[src/rtl/oa21_pipe_if.sv]
// Handshake/data bundle for oa21_pipe_array. The slave side is the pipeline and the master side is its driver.
// When OA21_PARITY_EN is defined, the bundle also carries the parity output qp.
interface oa21_pipe_if #(
  parameter int WIDTH = 8,
  parameter int CNTW  = 16
);
  logic             vld_in;
  logic             rdy_in;
  logic [WIDTH-1:0] in1;
  logic [WIDTH-1:0] in2;
  logic [WIDTH-1:0] in3;
  logic [WIDTH-1:0] q;
  logic             vld_out;
  logic             rdy_out;
  logic [CNTW-1:0]  cnt;
`ifdef OA21_PARITY_EN
  logic             qp;

  modport master (
    output vld_in, in1, in2, in3, rdy_out,
    input  rdy_in, q, vld_out, cnt, qp
  );
  modport slave (
    input  vld_in, in1, in2, in3, rdy_out,
    output rdy_in, q, vld_out, cnt, qp
  );
`else
  modport master (
    output vld_in, in1, in2, in3, rdy_out,
    input  rdy_in, q, vld_out, cnt
  );
  modport slave (
    input  vld_in, in1, in2, in3, rdy_out,
    output rdy_in, q, vld_out, cnt
  );
`endif
endinterface

[src/rtl/oa21_pipe_array.sv]
// Pipelined bitwise OA21 array: q = (in1 | in2) & in3 through STAGES registers with a global-stall handshake.
// Optional macro OA21_PARITY_EN adds a per-stage even-parity bit and the qp output.
module oa21_pipe_array #(
  parameter int WIDTH  = 8,
  parameter int STAGES = 2,
  parameter int CNTW   = 16
) (
  input  logic          i_clk,
  input  logic          i_rst,
  oa21_pipe_if.slave    bus
);

  logic             r_vld [STAGES];
  logic [WIDTH-1:0] r_dat [STAGES];
  logic [CNTW-1:0]  r_cnt;
`ifdef OA21_PARITY_EN
  logic             r_par [STAGES];
`endif

  logic             w_adv;
  logic [WIDTH-1:0] w_oa21;
  logic             w_out_acc;

  // The whole pipe moves as one unit; empty inner stages never squeeze out a stall.
  assign w_adv     = !r_vld[STAGES-1] | bus.rdy_out;
  assign w_oa21    = (bus.in1 | bus.in2) & bus.in3;
  assign w_out_acc = r_vld[STAGES-1] & bus.rdy_out;

  always_ff @(posedge i_clk or posedge i_rst) begin
    if (i_rst) begin
      for (int k = 0; k < STAGES; k++) begin
        r_vld[k] <= 1'b0;
        r_dat[k] <= '0;
`ifdef OA21_PARITY_EN
        r_par[k] <= 1'b0;
`endif
      end
    end else if (w_adv) begin
      r_vld[0] <= bus.vld_in;
      r_dat[0] <= bus.vld_in ? w_oa21 : '0;
`ifdef OA21_PARITY_EN
      r_par[0] <= bus.vld_in ? ^w_oa21 : 1'b0;
`endif
      for (int k = 1; k < STAGES; k++) begin
        r_vld[k] <= r_vld[k-1];
        r_dat[k] <= r_dat[k-1];
`ifdef OA21_PARITY_EN
        r_par[k] <= r_par[k-1];
`endif
      end
    end
  end

  always_ff @(posedge i_clk or posedge i_rst) begin
    if (i_rst) begin
      r_cnt <= '0;
    end else if (w_out_acc) begin
      r_cnt <= r_cnt + 1'b1;
    end
  end

  assign bus.rdy_in  = w_adv;
  assign bus.q       = r_dat[STAGES-1];
  assign bus.vld_out = r_vld[STAGES-1];
  assign bus.cnt     = r_cnt;
`ifdef OA21_PARITY_EN
  assign bus.qp      = r_par[STAGES-1];
`endif

endmodule
[src/flat_wrapper.sv]
// flat-port wrapper written by rule: the top's interface ports become plain ports
module oa21_pipe_array_flat 
#(
  parameter int WIDTH  = 8,
  parameter int STAGES = 2,
  parameter int CNTW   = 16
)
  (i_clk, i_rst, bus_vld_in, bus_in1, bus_in2, bus_in3, bus_rdy_out, bus_rdy_in, bus_q, bus_vld_out, bus_cnt);
  oa21_pipe_if #(.WIDTH(WIDTH), .CNTW(CNTW)) bus_i ();
  input  logic i_clk;
  input  logic i_rst;
  input wire logic [$bits(bus_i.vld_in)-1:0] bus_vld_in;
  input wire logic [$bits(bus_i.in1)-1:0] bus_in1;
  input wire logic [$bits(bus_i.in2)-1:0] bus_in2;
  input wire logic [$bits(bus_i.in3)-1:0] bus_in3;
  input wire logic [$bits(bus_i.rdy_out)-1:0] bus_rdy_out;
  output wire logic [$bits(bus_i.rdy_in)-1:0] bus_rdy_in;
  output wire logic [$bits(bus_i.q)-1:0] bus_q;
  output wire logic [$bits(bus_i.vld_out)-1:0] bus_vld_out;
  output wire logic [$bits(bus_i.cnt)-1:0] bus_cnt;
  assign bus_i.vld_in = bus_vld_in;
  assign bus_i.in1 = bus_in1;
  assign bus_i.in2 = bus_in2;
  assign bus_i.in3 = bus_in3;
  assign bus_i.rdy_out = bus_rdy_out;
  assign bus_rdy_in = bus_i.rdy_in;
  assign bus_q = bus_i.q;
  assign bus_vld_out = bus_i.vld_out;
  assign bus_cnt = bus_i.cnt;
  oa21_pipe_array #(.WIDTH(WIDTH), .STAGES(STAGES), .CNTW(CNTW)) u_core (.i_clk(i_clk), .i_rst(i_rst), .bus(bus_i));
endmodule
[config.mk]
export PLATFORM = sky130hd
export DESIGN_NAME = oa21_pipe_array_flat
export DESIGN_NICKNAME = d
export VERILOG_FILES = /design/src/rtl/oa21_pipe_if.sv /design/src/rtl/oa21_pipe_array.sv /design/src/flat_wrapper.sv
export SDC_FILE = /design/constraint.sdc
export NUM_CORES = 1
export LEC_CHECK = 0
export CORE_MARGIN = 1.5
export CORE_UTILIZATION = 47
export DETAILED_ROUTE_END_ITERATION = 8
export PLACE_DENSITY = 0.84
export SYNTH_ARGS = -nofsm -noshare
export SYNTH_HDL_FRONTEND = slang
export SYNTH_SLANG_ARGS = --single-unit
[constraint.sdc]
create_clock -name i_clk -period 3.4 [get_ports i_clk]
set_input_delay 0.34 -clock i_clk [delete_from_list [all_inputs] [get_ports i_clk]]
set_output_delay 0.34 -clock i_clk [all_outputs]
set_load 0.01 [all_outputs]
Word level (Yosys, flattened, before mapping)
Cells that the tools add are included.
Widths: inputs -> output; s select.

storage, ports and cells
  flip-flop bits (word level) = 34
  bits of input ports = 28
  output and inout port bits = 26
  word-level logic and storage cells = 12

cells by class
  $add $sub $neg = 1
  multiplexer cells = 1
  bitwise operators = 4
  reduce and logical (&&, ||, !) cells = 1

operators with widths
  cell                   number
  $add 16x1->16 const B  1
  $and 8x8->8            1
  $mux 8                 1
  $or 8x8->8             1
  $and 1x1->1            1
  $logic_not 1->1        1
  $or 1x1->1             1

Longest topological paths before layout
Gate-level depths: netlist of the first run.

  depth in word-level cells = 3
  gate-level depth with buffers = 5
  gate-level depth less buffers = 5

Least setup slack after synthesis of the first run
Ideal clock, no wire load.

  path kind = register to register
  start = reg u_core.r_cnt[0], in the netlist u_core.bus.cnt[0]
  end = reg u_core.r_cnt[12], in the netlist u_core.bus.cnt[12]
  setup time = 0.079 ns
  data arrival time = 1.430 ns
  data required time = 3.321 ns
  path slack = 1.891 ns
  stages on the path, launching flop included = 6
  path buffers = 0
  period minus slack after synthesis = 1.509 ns
  path through = dfrtp_1 > ha_1 > nand4_1 > or4_4 > nor2_1 > xor2_1

on the way
  cells in the longest elaborated chain, start to end = 1

RTL lines
  item                    RTL line               source
  from (decl)             oa21_pipe_array.sv:15  logic [CNTW-1:0] r_cnt;
  from (signal assigned)  oa21_pipe_array.sv:58  r_cnt <= r_cnt + 1'b1;
  $add 16x1->16           oa21_pipe_array.sv:58

No other way between the ends.
A chain may end at the register's enable or synchronous reset.

Worst setup path after layout of the first run
  start = in bus_rdy_out
  end = out bus_rdy_in

on the way
  cells in the longest elaborated chain, start to end = 1

RTL lines
  item         RTL line               source
  from (decl)  flat_wrapper.sv:16     input wire logic [$bits(bus_i.rdy_out)-1:0] bus_rdy_out;
  $or 1x1->1   oa21_pipe_array.sv:25  assign w_adv = !r_vld[STAGES-1] | bus.rdy_out;
  to (decl)    flat_wrapper.sv:17     output wire logic [$bits(bus_i.rdy_in)-1:0] bus_rdy_in;

No other way between the ends.

==> flow_metrics.tcl, run 1 <==
set metrics [dict create \
    cts.path.max_buffers 2 \
    routedWlPerCell_um 12.9 \
    status "finished clean" \
    clock-sinks 34 \
    cts_resized 0 \
    cp_max_fo 27 \
    ys_types 23 \
    hold_viol 0 \
    combPwrFrac 0.265 \
    ios 54 \
    syn_nets 156 \
    pwr-share-seq 0.488 \
    overflow 0 \
    rrSetupSlack_ns 1.82 \
    antenna_left 0 \
    grt_pass1_wl_mm 4.87 \
    start_kind "primary input" \
    critical_path_arrival_ns 1.75 \
    cts_root_buf "clkbuf_4" \
    syn_avg_cell_area_um2 11.7 \
    r2r_end "u_core.bus.cnt[12]" \
    drive_gt1_frac 0.157 \
    rsz0062_at_grt "no" \
    drt-initial-drc-count 21 \
    htreeDepth 2 \
    clock_latency_ns 0.32 \
    num-fill-cells 254 \
    grt_max_degree 35 \
    grt_pass1_vias 1104 \
    switching_share 0.275 \
    nets 206 \
    cp_slowest_cell "clkdlybuf4s50_1" \
    rows 20 \
    worstPathCellList "clkdlybuf4s50_1 -> nor2b_2 -> buf_4 -> inv_1 -> clkdlybuf4s50_1" \
    p_leak_nw 0.914 \
    crit_top_cell "clkdlybuf4s50_1" \
    die_x_um 59.3 \
    dr.pass1.iters 4 \
    initial_core_util 0.492 \
    p_int_w 0.000780 \
    grt_use_total 0.190 \
    dp.final_hpwl_mm 2.22 \
    port_buffers 53 \
    clkPwrFrac 0.248 \
    coreArea_mm2 0.00303 \
    post_cts_buffers 0 \
    syn_to_final_growth_pct 40.6 \
    drc 0 \
    grt_antenna_before_repair 0 \
    critPathKind "in -> out" \
    timing.fmax_mhz 478 \
    cts_made_buffers 5 \
    p_total_w 0.00108 \
    synth.yosys.seq_area_share 0.571 \
    slew_headroom 0.730 \
    placed_cells 214 \
    gp_congestion 0.803 \
    hold_buffers 0 \
    hold_class "in -> async" \
    max_cap_viol_count 0 \
    required_ns 3.06 \
    reg2reg_depth 5 \
    die-area_mm2 0.00351 \
    stdcell_count 222 \
    worst_pin_slew_ns 0.402 \
    ys_ff_latch 34 \
    finalMaxSlewViolations 0 \
    vias_per_cell 4.99 \
    cts_tree "built" \
    yosys_warnings 0 \
    cp-end-kind "primary output" \
    postSynthCellCount 127 \
    finalCriticalPeriod_ns 2.09 \
    timing.rr.start "u_core.bus.cnt[0]" \
    clk_pin_slew_ns 0.10 \
    vdd_ir_drop_max_uv 245 \
    diodes 0 \
    finalSetupTns_ns 0 \
    wl_mm 2.87 \
    setup_viol 0 \
    synthesis.area_mm2 0.00149 \
    skew_ns 0.00890 \
    powerDensity_mw_per_mm2 514 \
    die_h_um 59.3 \
    post-route-period-util 0.616 \
    vias 1107 \
    max_stage_delay_ns 0.48 \
    power.switching_w 0.000296 \
]
[registers in the layout, indices dropped and copies added (netlist names)]
| name | count |
|---|---|
| u_core.bus.cnt | 16 |
| u_core.bus.q | 8 |
| u_core.bus.vld_out | 1 |
| u_core.r_dat | 8 |
| u_core.r_vld | 1 |
[critical path, delay by kind of cell]
kind          cells  cell delay [ns]
buf+inv           4             1.29
simple gates      1             0.13
[how the worst max path moves through the flow]
stage	slack (ns)	from	cells past startpoint	to
2_1_floorplan	1.89	u_core.bus.cnt[0]	5	u_core.bus.cnt[12]
3_3_place_gp	1.32	bus_rdy_out	5	bus_rdy_in
3_5_place_dp	1.31	bus_rdy_out	5	bus_rdy_in
4_1_cts	1.29	bus_rdy_out	5	bus_rdy_in
5_1_grt	1.22	bus_rdy_out	5	bus_rdy_in
6_report	1.31	bus_rdy_out	5	bus_rdy_in
[metrics by stage]
stage                     utilization  area (um^2)  hold slack [ns]  worst slack, ns
after floorplan                     -         1490            0.433             1.89
after global placement          0.665         2010            0.444             1.32
after detailed placement        0.665         2010            0.453             1.31
after CTS                       0.691         2090            0.412             1.29
after global routing            0.691         2090            0.438             1.22
final                           0.691         2090            0.398             1.31
[cell type report]
class / count / area [um^2] / share of cell area
clock buffers: 8 / 78.8 / 0.0377
flip-flops and latches: 34 / 851 / 0.406
inverters: 4 / 15.0 / 0.00717
multi-input cells: 77 / 548 / 0.262
repair buffers: 55 / 546 / 0.261
well taps: 44 / 55.1 / 0.0263
[power by group through the flow]
stage | Sequential [W] | Clock (W) | Combinational [W]
final | 0.000525 | 0.000266 | 0.000285
after floorplan | 0.000538 | 0 | 0.000130
after global routing | 0.000535 | 0.000293 | 0.000310
after global placement | 0.000526 | 0 | 0.000279
after CTS | 0.000525 | 0.000274 | 0.000290
after detailed placement | 0.000532 | 0 | 0.000289
[placed cells by master (no fill, tap or decap)]
cell	n
and3_2	1
clkdlybuf4s50_1	53
mux2_2	10
and4_2	2
o211ai_1	8
nor2b_2	1
nor3_2	1
nor2_1	4
and3_1	2
o21ai_0	8
nand3_1	2
xnor2_1	9
xor2_1	6
clkbuf_8	3
nand2_1	14
clkbuf_4	5
or4_4	1
or2_2	1
ha_1	1
buf_4	2
dfrtp_1	34
nand4_1	5
nor2_2	1
inv_1	4
[cells by family after synthesis]
kind of cell               count (synthesis)  synth area share
AOI/OAI and AO/OA                         16            0.0672
xor gates and xnor gates                  15            0.0882
adders and majority gates                  1           0.00840
buffers and inverters                     16            0.0622
DFF                                       34             0.571
muxes                                     10            0.0756
and+or+nand+nor                           35             0.127
[metal layers]
metal	vias to the layer above	share of wire	global-route usage
met1	524	0.41	0.222
met3	6	0.076	0.0633
met4	0	0.013	0.0682
met5	-	0	0
met2	50	0.50	0.323
li1	527	-	-
[cells in the mapped netlist]
cell type / n / area [um^2]
nor2b_1: 1 / 6.26
or2_2: 1 / 6.26
dfrtp_1: 34 / 851
buf_4: 8 / 60.1
inv_1: 4 / 15.0
buf_2: 2 / 10.0
ha_1: 1 / 12.5
nand2_1: 14 / 52.6
buf_1: 2 / 7.51
and3_2: 1 / 7.51
and3_1: 2 / 12.5
xnor2_1: 9 / 78.8
o211ai_1: 8 / 60.1
xor2_1: 6 / 52.6
nor2_2: 1 / 6.26
nor3_2: 1 / 10.0
o21ai_0: 8 / 40.0
nand3_1: 2 / 10.0
mux2_2: 10 / 113
nor2_1: 4 / 15.0
nand4_1: 5 / 31.3
or4_4: 1 / 11.3
and4_2: 2 / 20.0
Note: power is estimated with default switching activity, not from simulation.
==> run 2: changes to the inputs <==
--- a/config.mk
+++ b/config.mk
@@ -6,9 +6,9 @@
 export NUM_CORES = 1
 export LEC_CHECK = 0
 export CORE_MARGIN = 1.5
-export CORE_UTILIZATION = 47
+export CORE_UTILIZATION = 39
 export DETAILED_ROUTE_END_ITERATION = 8
-export PLACE_DENSITY = 0.84
+export PLACE_DENSITY = 0.74
 export SYNTH_ARGS = -nofsm -noshare
 export SYNTH_HDL_FRONTEND = slang
 export SYNTH_SLANG_ARGS = --single-unit
==> constraint.sdc (replaced) <==
create_clock -name i_clk -period 1.92 [get_ports i_clk]
set_input_delay 0.192 -clock i_clk [delete_from_list [all_inputs] [get_ports i_clk]]
set_output_delay 0.192 -clock i_clk [all_outputs]
set_load 0.01 [all_outputs]
==> flow_metrics.tcl, run 2 (synthesis gave the netlist of run 1 again) <==
set metrics [dict create \
    cp-end-kind "primary output" \
    cts_root_buf "clkbuf_8" \
    largest_reg_flops 16 \
    r2r_end "u_core.bus.cnt[12]" \
    rrSetupSlack_ns 0.32 \
    stdcell_count 226 \
    cp_top_family "buffers and inverters" \
    timing.fmax_mhz 599 \
    wl_mm 2.74 \
    nets 206 \
    timing.rr.start "u_core.bus.cnt[0]" \
    die_h_um 64.8 \
    rsz0062_at_grt "no" \
    cts.path.max_buffers 2 \
    clkPwrFrac 0.270 \
    overflow 0 \
    status "finished clean" \
    vias_per_cell 4.78 \
    skew_ns 0.00548 \
    finalSetupTns_ns 0 \
    p_leak_nw 0.918 \
    start_kind "flip-flop" \
    clock-sinks 34 \
    die_x_um 64.8 \
    required_ns 1.73 \
    grt_antenna_before_repair 0 \
    critical_path_arrival_ns 1.48 \
    vdd_ir_drop_max_uv 415 \
    clock_latency_ns 0.28 \
    port_buffers 53 \
    grt_pass1_wl_mm 4.90 \
    pwr-share-seq 0.475 \
    p_int_w 0.00142 \
    max_cap_viol_count 0 \
    initial_core_util 0.407 \
    switching_share 0.272 \
    htreeDepth 2 \
    power.switching_w 0.000532 \
    combPwrFrac 0.256 \
    gp_congestion 0.804 \
    clk_pin_slew_ns 0.07 \
    rows 22 \
    diodes 0 \
    powerDensity_mw_per_mm2 926 \
    worst-path-buf-inv 2 \
    dr.pass1.iters 4 \
    worstPathCellList "nor2b_2 -> inv_1 -> clkdlybuf4s50_1" \
    post-route-period-util 0.870 \
    hold_buffers 0 \
    syn_to_final_growth_pct 41.8 \
    drive_gt1_frac 0.152 \
    hold_viol 0 \
    finalCriticalPeriod_ns 1.67 \
    placed_cells 218 \
    grt_pass1_vias 1069 \
    post_cts_buffers 0 \
    cts_resized 0 \
    critPathKind "reg -> out" \
    final_cell_mix "clkdlybuf4s50_1, dfrtp_1, nand2_1" \
    worst_pin_slew_ns 0.412 \
    setup_viol 0 \
    die-area_mm2 0.00420 \
    dp.final_hpwl_mm 2.13 \
    cts_made_buffers 5 \
    max_stage_delay_ns 0.53 \
    ios 54 \
    whs_ns 0.300 \
    vias 1081 \
    antenna_left 0 \
    mostFrequentLayoutCell "clkdlybuf4s50_1" \
    num-fill-cells 330 \
    grt_max_degree 35 \
    cp_slowest_cell "clkdlybuf4s50_1" \
    routedWlPerCell_um 12.1 \
    reg2reg_depth 5 \
    drt-initial-drc-count 27 \
    coreArea_mm2 0.00366 \
    cp_max_fo 5 \
    finalMaxSlewViolations 0 \
    drc 0 \
    hold_class "in -> async" \
    grt_use_total 0.155 \
    slew_headroom 0.725 \
    cts_tree "built" \
]
[run 2: power groups by stage]
stage / clock [W] / sequential, W / combinational, W
after detailed placement: 0 / 0.000940 / 0.000510
after global placement: 0 / 0.000932 / 0.000500
final: 0.000527 / 0.000927 / 0.000500
after floorplan: 0 / 0.000953 / 0.000231
after CTS: 0.000546 / 0.000928 / 0.000511
after global routing: 0.000574 / 0.000948 / 0.000550
[run 2: worst max path at each step]
| stage | start | to | slack (ns) | depth (start not counted) |
|---|---|---|---|---|
| floorplan | u_core.bus.cnt[0] | u_core.bus.cnt[12] | 0.41 | 5 |
| global placement | bus_rdy_out | u_core.bus.cnt[12] | 0.23 | 5 |
| detailed placement | bus_rdy_out | u_core.bus.cnt[12] | 0.14 | 5 |
| CTS | u_core.bus.vld_out | bus_rdy_in | 0.24 | 3 |
| global route | u_core.bus.cnt[0] | u_core.bus.cnt[12] | 0.16 | 5 |
| finish | u_core.bus.vld_out | bus_rdy_in | 0.25 | 3 |
[run 2: layer usage]
layer	track usage	wire length, um	up-vias
met4	0.0559	38	0
met2	0.250	1360	48
met1	0.181	1080	505
li1	-	-	524
met5	0	0	-
met3	0.0712	263	4
[run 2: cell type report]
cell class                      count  area, um^2  share of cell area
Timing Repair Buffer               55         546               0.258
Inverter                            4        15.0             0.00711
Clock inverter                      1        5.00             0.00237
Multi-Input combinational cell     77         548               0.260
Sequential cell                    34         851               0.403
Clock buffer                        7        86.3              0.0409
Tap cell                           48        60.1              0.0285
[run 2: through the flow]
stage	utilization	power [W]	setup WS [ns]	cell area (um^2)
floorplan	-	0.00118	0.411	1490
global placement	0.552	0.00143	0.226	2020
detailed placement	0.552	0.00145	0.135	2020
CTS	0.577	0.00198	0.241	2110
global route	0.577	0.00207	0.163	2110
finish	0.577	0.00195	0.249	2110
[run 2: tightest hold or removal path: cells and delay by family]
| family | cells | cell delay, ns |
|---|---|---|
| buffers and inverters | 3 | 0.81 |
